File: config.mk
export PLATFORM = sky130hd
export DESIGN_NAME = lcd_spi_rx
export DESIGN_NICKNAME = d
export VERILOG_FILES = /design/src/rtl/lcd_spi_rx.sv
export SDC_FILE = /design/constraint.sdc
export NUM_CORES = 1
export LEC_CHECK = 0
export ABC_CLOCK_PERIOD_IN_PS = 2200
export CELL_PAD_IN_SITES_DETAIL_PLACEMENT = 0
export CELL_PAD_IN_SITES_GLOBAL_PLACEMENT = 1
export CORE_ASPECT_RATIO = 0.8
export CORE_UTILIZATION = 39
export DETAILED_ROUTE_END_ITERATION = 10
export PLACE_DENSITY = 0.77
export SLEW_MARGIN = 25
export SYNTH_ARGS = -nofsm -noshare
export SYNTH_HDL_FRONTEND = slang
export SYNTH_SLANG_ARGS = --single-unit
File: constraint.sdc
create_clock -name clk -period 2.2 [get_ports clk]
set_clock_uncertainty 0.2 [all_clocks]
set_input_delay 0.44 -clock clk [delete_from_list [all_inputs] [get_ports clk]]
set_output_delay 0.44 -clock clk [all_outputs]
set_load 0.005 [all_outputs]
File: src/rtl/lcd_spi_rx.sv
// lcd_spi_rx: receive side of a 4-wire LCD SPI link (ST7789-style subset).
// This block samples the SPI pins with the system clock. It assembles bytes
// MSB first, then decodes them into command pulses, panel status flags and
// RGB565 pixels with window-relative coordinates.
//
// Ports:
//   clk, rst      system clock, synchronous active-high reset
//   spi_clk       SPI bit clock (async), data taken on its rising edge
//   spi_cs        chip select, active low (async)
//   spi_rs        0 = command byte, 1 = data byte (async)
//   spi_data      serial data, MSB first (async)
//   cmd_valid     one-cycle pulse per command byte, code on cmd_code
//   pix_valid     one-cycle pulse per pixel, value on pix_data at pix_x/pix_y
//   frame_done    pulses with the pixel written at (xe, ye)
//   sleep_out, disp_on, madctl, colmod   panel status
module lcd_spi_rx #(
  parameter logic [15:0] XE_RESET = 16'd239,
  parameter logic [15:0] YE_RESET = 16'd319
) (
  input  logic        clk,
  input  logic        rst,
  input  logic        spi_clk,
  input  logic        spi_cs,
  input  logic        spi_rs,
  input  logic        spi_data,
  output logic        cmd_valid,
  output logic [7:0]  cmd_code,
  output logic        pix_valid,
  output logic [15:0] pix_data,
  output logic [15:0] pix_x,
  output logic [15:0] pix_y,
  output logic        frame_done,
  output logic        sleep_out,
  output logic        disp_on,
  output logic [7:0]  madctl,
  output logic [7:0]  colmod
);

  typedef enum logic [2:0] {
    S_IDLE, S_CASET, S_RASET, S_MADCTL, S_COLMOD, S_RAMWR, S_IGNORE
  } state_t;

  // Synchronizers. r_sclk_d is the previous synchronized clock for edge detect.
  logic r_sclk_m, r_sclk_s, r_sclk_d;
  logic r_cs_m, r_cs_s, r_rs_m, r_rs_s, r_dat_m, r_dat_s;

  always_ff @(posedge clk) begin
    if (rst) begin
      r_sclk_m <= 1'b0; r_sclk_s <= 1'b0; r_sclk_d <= 1'b0;
      r_cs_m   <= 1'b1; r_cs_s   <= 1'b1;
      r_rs_m   <= 1'b0; r_rs_s   <= 1'b0;
      r_dat_m  <= 1'b0; r_dat_s  <= 1'b0;
    end else begin
      r_sclk_m <= spi_clk;  r_sclk_s <= r_sclk_m; r_sclk_d <= r_sclk_s;
      r_cs_m   <= spi_cs;   r_cs_s   <= r_cs_m;
      r_rs_m   <= spi_rs;   r_rs_s   <= r_rs_m;
      r_dat_m  <= spi_data; r_dat_s  <= r_dat_m;
    end
  end

  logic w_sclk_rise;
  assign w_sclk_rise = r_sclk_s & ~r_sclk_d & ~r_cs_s;

  // Byte assembly stage: one-cycle r_byte_vld when the 8th bit lands.
  logic [2:0] r_bcnt;
  logic [6:0] r_sh;
  logic       r_byte_vld, r_byte_rs;
  logic [7:0] r_byte;

  always_ff @(posedge clk) begin
    if (rst) begin
      r_bcnt <= 3'd0; r_sh <= 7'd0;
      r_byte_vld <= 1'b0; r_byte_rs <= 1'b0; r_byte <= 8'd0;
    end else begin
      r_byte_vld <= 1'b0;
      if (r_cs_s) begin
        r_bcnt <= 3'd0;                // partial byte dropped on deselect
      end else if (w_sclk_rise) begin
        r_sh <= {r_sh[5:0], r_dat_s};
        if (r_bcnt == 3'd7) begin
          r_byte_vld <= 1'b1;
          r_byte     <= {r_sh, r_dat_s};
          r_byte_rs  <= r_rs_s;
          r_bcnt     <= 3'd0;
        end else begin
          r_bcnt <= r_bcnt + 3'd1;
        end
      end
    end
  end

  // Decode stage: registered state and outputs, next values computed below.
  state_t      r_state, w_state_nx;
  logic [2:0]  r_pidx, w_pidx_nx;
  logic        r_phase, w_phase_nx;
  logic [7:0]  r_hi, w_hi_nx;
  logic [15:0] r_xs, r_xe, r_ys, r_ye, r_cx, r_cy;
  logic [15:0] w_xs_nx, w_xe_nx, w_ys_nx, w_ye_nx, w_cx_nx, w_cy_nx;
  logic        r_cmd_valid, r_pix_valid, r_frame_done, r_sleep, r_disp;
  logic        w_cmd_valid_nx, w_pix_valid_nx, w_frame_done_nx, w_sleep_nx, w_disp_nx;
  logic [7:0]  r_cmd_code, r_madctl, r_colmod;
  logic [7:0]  w_cmd_code_nx, w_madctl_nx, w_colmod_nx;
  logic [15:0] r_pix_data, r_pix_x, r_pix_y;
  logic [15:0] w_pix_data_nx, w_pix_x_nx, w_pix_y_nx;

  always_comb begin
    w_state_nx = r_state;   w_pidx_nx = r_pidx;   w_phase_nx = r_phase;
    w_hi_nx = r_hi;
    w_xs_nx = r_xs; w_xe_nx = r_xe; w_ys_nx = r_ys; w_ye_nx = r_ye;
    w_cx_nx = r_cx; w_cy_nx = r_cy;
    w_cmd_valid_nx = 1'b0; w_pix_valid_nx = 1'b0; w_frame_done_nx = 1'b0;
    w_cmd_code_nx = r_cmd_code;
    w_pix_data_nx = r_pix_data; w_pix_x_nx = r_pix_x; w_pix_y_nx = r_pix_y;
    w_sleep_nx = r_sleep; w_disp_nx = r_disp;
    w_madctl_nx = r_madctl; w_colmod_nx = r_colmod;
    if (r_byte_vld) begin
      if (!r_byte_rs) begin
        w_cmd_valid_nx = 1'b1;
        w_cmd_code_nx  = r_byte;
        w_pidx_nx      = 3'd0;
        w_phase_nx     = 1'b0;
        case (r_byte)
          8'h2A: w_state_nx = S_CASET;
          8'h2B: w_state_nx = S_RASET;
          8'h36: w_state_nx = S_MADCTL;
          8'h3A: w_state_nx = S_COLMOD;
          8'h2C: begin w_state_nx = S_RAMWR; w_cx_nx = r_xs; w_cy_nx = r_ys; end
          8'h11: begin w_state_nx = S_IDLE; w_sleep_nx = 1'b1; end
          8'h10: begin w_state_nx = S_IDLE; w_sleep_nx = 1'b0; end
          8'h29: begin w_state_nx = S_IDLE; w_disp_nx  = 1'b1; end
          8'h28: begin w_state_nx = S_IDLE; w_disp_nx  = 1'b0; end
          default: w_state_nx = S_IGNORE;
        endcase
      end else begin
        case (r_state)
          S_CASET, S_RASET: begin
            // r_pidx saturates at 4 so bytes past the window are dropped
            if (r_pidx != 3'd4) w_pidx_nx = r_pidx + 3'd1;
            case ({r_state == S_RASET, r_pidx})
              4'b0000: w_xs_nx[15:8] = r_byte;
              4'b0001: w_xs_nx[7:0]  = r_byte;
              4'b0010: w_xe_nx[15:8] = r_byte;
              4'b0011: w_xe_nx[7:0]  = r_byte;
              4'b1000: w_ys_nx[15:8] = r_byte;
              4'b1001: w_ys_nx[7:0]  = r_byte;
              4'b1010: w_ye_nx[15:8] = r_byte;
              4'b1011: w_ye_nx[7:0]  = r_byte;
              default: ;
            endcase
          end
          S_MADCTL: if (r_pidx == 3'd0) begin w_madctl_nx = r_byte; w_pidx_nx = 3'd1; end
          S_COLMOD: if (r_pidx == 3'd0) begin w_colmod_nx = r_byte; w_pidx_nx = 3'd1; end
          S_RAMWR: begin
            if (!r_phase) begin
              w_hi_nx    = r_byte;
              w_phase_nx = 1'b1;
            end else begin
              w_phase_nx     = 1'b0;
              w_pix_valid_nx = 1'b1;
              w_pix_data_nx  = {r_hi, r_byte};
              w_pix_x_nx     = r_cx;
              w_pix_y_nx     = r_cy;
              if (r_cx == r_xe) begin
                w_cx_nx = r_xs;
                if (r_cy == r_ye) begin
                  w_cy_nx = r_ys;
                  w_frame_done_nx = 1'b1;
                end else begin
                  w_cy_nx = r_cy + 16'd1;
                end
              end else begin
                w_cx_nx = r_cx + 16'd1;
              end
            end
          end
          default: ;
        endcase
      end
    end
  end

  always_ff @(posedge clk) begin
    if (rst) begin
      r_state <= S_IDLE; r_pidx <= 3'd0; r_phase <= 1'b0; r_hi <= 8'd0;
      r_xs <= 16'd0; r_xe <= XE_RESET; r_ys <= 16'd0; r_ye <= YE_RESET;
      r_cx <= 16'd0; r_cy <= 16'd0;
      r_cmd_valid <= 1'b0; r_pix_valid <= 1'b0; r_frame_done <= 1'b0;
      r_cmd_code <= 8'd0; r_pix_data <= 16'd0; r_pix_x <= 16'd0; r_pix_y <= 16'd0;
      r_sleep <= 1'b0; r_disp <= 1'b0; r_madctl <= 8'd0; r_colmod <= 8'd0;
    end else begin
      r_state <= w_state_nx; r_pidx <= w_pidx_nx; r_phase <= w_phase_nx; r_hi <= w_hi_nx;
      r_xs <= w_xs_nx; r_xe <= w_xe_nx; r_ys <= w_ys_nx; r_ye <= w_ye_nx;
      r_cx <= w_cx_nx; r_cy <= w_cy_nx;
      r_cmd_valid <= w_cmd_valid_nx; r_pix_valid <= w_pix_valid_nx;
      r_frame_done <= w_frame_done_nx;
      r_cmd_code <= w_cmd_code_nx; r_pix_data <= w_pix_data_nx;
      r_pix_x <= w_pix_x_nx; r_pix_y <= w_pix_y_nx;
      r_sleep <= w_sleep_nx; r_disp <= w_disp_nx;
      r_madctl <= w_madctl_nx; r_colmod <= w_colmod_nx;
    end
  end

  assign cmd_valid  = r_cmd_valid;
  assign cmd_code   = r_cmd_code;
  assign pix_valid  = r_pix_valid;
  assign pix_data   = r_pix_data;
  assign pix_x      = r_pix_x;
  assign pix_y      = r_pix_y;
  assign frame_done = r_frame_done;
  assign sleep_out  = r_sleep;
  assign disp_on    = r_disp;
  assign madctl     = r_madctl;
  assign colmod     = r_colmod;

endmodule

==> flow_summary.ini <==
[status]
run_status = complete, no violations

[yosys]
ys.flop_type = sky130_fd_sc_hd__dfxtp_1
syn_avg_cell_area_sq_um = 8.37
edff_count_synth = 0
synth_cells = 1079
ys_seq_area_share_pct = 48.1
synth_top_cell_area_share_pct = 48.1
syn_nets = 1093
synth.lib_cells_used.distinct = 56
yosys_warnings = 0
netlist_area_sq_mm = 0.00903
yosysTopAreaCell = sky130_fd_sc_hd__dfxtp_1
number_of_flip_flops_and_latches_in_the_synthesized_netlist = 217
synth.area.top_cells = sky130_fd_sc_hd__dfxtp_1, sky130_fd_sc_hd__nand2_1, sky130_fd_sc_hd__a21oi_1
synth_async_sr_flop_share_pct = 0

[route]
drt_first_iter_violations = 564
drt.antenna.violating_nets = 0
postRouteWirelength_microns = 24500
route.detailed.vias_per_inst = 5.13
drt-wirelength-per-cell_microns = 16.1
drt_pass1_iterations = 4
vias = 7796
remaining_drc_errors = 0

[global_route]
grt_max_degree = 87
wire_length_of_the_first_global_routing_pass_microns = 38800
via_count_of_the_first_global_routing_pass = 7059
grt_overflow = 0
antenna_found_initial = 0
global_route.usage.total_pct = 20.3

[sta]
final-hold-violation-count = 0
maxClockFrequency_mhz = 457
maxSlewHeadroom_pct = 65.0
timing_worst_slew_pin_value_ns = 0.524
shortest_clock_period_the_worst_path_allows_after_layout_ns = 2.19
setup_tns_ns = 0
hold_slack_ns = 0.0466
grt_setup_unrepaired = true
finalCritPeriodShare_pct = 99.5
report.final.setup_viol = 0
slew_viol_final = 0

[finish]
filler_cell_count = 2191
synthToLayoutAreaGrowth_pct = 27.3
final_layout_size_suffix_gt1_share_pct = 13.8
combined_area_of_the_multi_input_logic_cells_sq_mm = 0.00436
design.final.nets = 1213
finish.utilization_pct = 50.8
regArea_sq_mm = 0.00435
antenna_cells = 0

[floorplan]
dieHeight_microns = 138
core.rowCount = 49
die_w_microns = 172
core_area_sq_mm = 0.0226
dieArea_sq_mm = 0.0238
pin_count = 83
effective_utilization_at_floorplan_pct = 39.9

[setup_path]
rr_endpoint = r_cx[10]$_SDFFE_PP0P_
worstSetupPathType = flop to flop
timing.critical_path.to_type = flop
timing.reg2reg.worst_path_depth = 7
origin_of_the_critical_flop_to_flop_path = r_byte[4]$_SDFFE_PP0P_
path_max_fanout = 3
arrival_ns = 2.38
required_ns = 2.39
reg2reg_setup_slack_ns = 0.01
setup.worst_path.start_class = flop

[clock_network]
cts_made_buffers = 23
cts_num_sinks = 217
ctsLongestPathBuffers = 3
root_buffer = sky130_fd_sc_hd__clkbuf_16
cts_tree = built
path_clk_slew_ns = 0.06
cts.htree.levels = 1
clock_latency_of_the_later_clocked_register_in_the_worst_skew_pair_ns = 0.51

[power_and_ir_drop]
p_leak_nw = 4.31
max-vdd-ir-drop_uv = 409
pwr_density_cell_mw_per_mm2 = 665

[place]
post-dp-hpwl_microns = 16000
port-buffer-count = 82
place.gp.congestion = 0.851

[flow_run]
cap_violations = 0

[worst_hold_path]
min-delay-start = rst
hold_end = r_ye[6]$_SDFFE_PP0P_
hp-class = primary input to flop
timing.hold.worst_path_depth = 2
[sequential cells by signal, summed over array words and instances (netlist names), 3 cells and up]
name and cells:
r_bcnt 3, r_cx 16, colmod 8, r_cy 16
r_ys 16, r_xs 16, r_hi 8, pix_y 16
r_byte 8, r_pidx 3, pix_x 16, cmd_code 8
r_state 3, r_sh 7, r_ye 16, pix_data 16
madctl 8, r_xe 16
[layout by cell type (no fill, tap or decap), types with 3 or more instances in the layout]
cell                              Yosys  layout
sky130_fd_sc_hd__a31oi_1              5       5
sky130_fd_sc_hd__nand3_1             48      48
sky130_fd_sc_hd__nor2b_1             11      11
sky130_fd_sc_hd__clkbuf_1            59       5
sky130_fd_sc_hd__nor2_1              75      75
sky130_fd_sc_hd__ha_1                 8       7
sky130_fd_sc_hd__clkinv_2             0       7
sky130_fd_sc_hd__a21oi_1            150     150
sky130_fd_sc_hd__dfxtp_1            217     213
sky130_fd_sc_hd__inv_1               19      19
sky130_fd_sc_hd__nor4_1              13       9
sky130_fd_sc_hd__o21ai_1              0       4
sky130_fd_sc_hd__nand4_1             10      10
sky130_fd_sc_hd__xor2_1              35      35
sky130_fd_sc_hd__nand2_1            224     223
sky130_fd_sc_hd__nor3_1              17      17
sky130_fd_sc_hd__nor4_2               2       6
sky130_fd_sc_hd__o21ai_0             25      21
sky130_fd_sc_hd__o32ai_1             10      10
sky130_fd_sc_hd__clkbuf_8             0       3
sky130_fd_sc_hd__buf_12               0       7
sky130_fd_sc_hd__buf_4                1      86
sky130_fd_sc_hd__nand2b_1             4       4
sky130_fd_sc_hd__clkdlybuf4s50_1      0      81
sky130_fd_sc_hd__o211ai_1             6       6
sky130_fd_sc_hd__dfxtp_2              0       4
sky130_fd_sc_hd__xnor2_1              8       7
sky130_fd_sc_hd__and3_1               6       6
sky130_fd_sc_hd__mux2i_1             52      52
sky130_fd_sc_hd__clkbuf_16            0      24
sky130_fd_sc_hd__mux2_2               3       3
sky130_fd_sc_hd__nor3b_1              7       7
[timing repair]
item,4_1_cts,5_1_grt
pin swaps,1,7
setup endpoints to repair,23,22
setup buffers,0,5
resized for setup,3,20
gates cloned,0,1
hold buffers,0,0
[worst max path at each step]
stage          depth (start not counted)                endpoint  slack [ns]                    from
3_3_place_gp                           6    r_cy[0]$_SDFFE_PP0P_      -0.005   r_cx[14]$_SDFFE_PP0P_
5_1_grt                                6    r_cx[3]$_SDFFE_PP0P_       -0.03    r_cx[2]$_SDFFE_PP0P_
6_report                               7   r_cx[10]$_SDFFE_PP0P_        0.01  r_byte[4]$_SDFFE_PP0P_
3_5_place_dp                           6    r_cy[0]$_SDFFE_PP0P_       -0.10   r_cx[14]$_SDFFE_PP0P_
4_1_cts                                7  r_pidx[2]$_SDFFE_PP0P_        0.02  r_pidx[1]$_SDFFE_PP0P_
2_1_floorplan                          7  r_pidx[2]$_SDFFE_PP0P_        0.07  r_pidx[0]$_SDFFE_PP0P_
[critical path: stages (launching register included)]
cell and delay [ns]:
sky130_fd_sc_hd__dfxtp_1 0.32, sky130_fd_sc_hd__and4bb_2 0.31, sky130_fd_sc_hd__nand4_1 0.10, sky130_fd_sc_hd__buf_4 0.17, sky130_fd_sc_hd__and2_4 0.18, sky130_fd_sc_hd__or4_4 0.53, sky130_fd_sc_hd__xnor2_2 0.19, sky130_fd_sc_hd__a21oi_1 0.08
[routing by layer]
layer | wire length [microns] | vias to the layer above | track usage (%)
met5 | 0 | - | 0
met4 | 375 | 0 | 3.35
met3 | 1560 | 33 | 4.12
met2 | 9720 | 226 | 28.2
met1 | 12800 | 3622 | 32.2
li1 | - | 3915 | -
[cell type report]
cell class                 count  share of cell area (%)
tap                          306                    3.33
clock inverter                10                   0.522
sequential                   217                    37.8
inverter                      19                   0.620
clock buffer                  31                    5.53
timing repair buffer         177                    14.3
multi-input combinational    761                    37.9
[power by group]
group	internal, W	total (W)	switching (W)
Clock	0.00203	0.00361	0.00158
Sequential	0.00394	0.00394	0.00000245
Combinational	0.0000271	0.000102	0.0000748
Total	0.00599	0.00765	0.00166
[cell usage after synthesis (7+ instances only)]
cell type                    n
sky130_fd_sc_hd__a21oi_1   150
sky130_fd_sc_hd__xor2_1     35
sky130_fd_sc_hd__nor2b_1    11
sky130_fd_sc_hd__buf_2      14
sky130_fd_sc_hd__o32ai_1    10
sky130_fd_sc_hd__xnor2_1     8
sky130_fd_sc_hd__nand3_1    48
sky130_fd_sc_hd__inv_1      19
sky130_fd_sc_hd__nor3b_1     7
sky130_fd_sc_hd__nor2_1     75
sky130_fd_sc_hd__nor4_1     13
sky130_fd_sc_hd__dfxtp_1   217
sky130_fd_sc_hd__nor3_1     17
sky130_fd_sc_hd__ha_1        8
sky130_fd_sc_hd__o21ai_0    25
sky130_fd_sc_hd__nand4_1    10
sky130_fd_sc_hd__mux2i_1    52
sky130_fd_sc_hd__clkbuf_1   59
sky130_fd_sc_hd__nand2_1   224
[stage by stage]
step                setup WS [ns]  area [sq um]  cells  power [W]
CTS                        0.0180         11400   1515    0.00774
finish                     0.0116         11500   1521    0.00765
global placement         -0.00521         10700   1474    0.00413
floorplan                  0.0679          9030   1079    0.00409
detailed placement         -0.103         10700   1474    0.00413
global route              -0.0308         11500   1521    0.00792
[cells by family (layout without fill, tap and decap cells)]
logic type / Yosys count / after routing / share of synthesized area (%)
AND/OR/NAND/NOR: 443 / 443 / 22.7
adder cells (fa/ha/maj): 8 / 8 / 1.11
multiplexers: 55 / 55 / 6.14
AO/OA/AOI/OAI: 212 / 212 / 13.1
buffers and inverters: 101 / 237 / 4.78
XOR/XNOR: 43 / 43 / 4.17
flip-flops: 217 / 217 / 48.1
No activity file was read; power rests on OpenSTA's default activity.
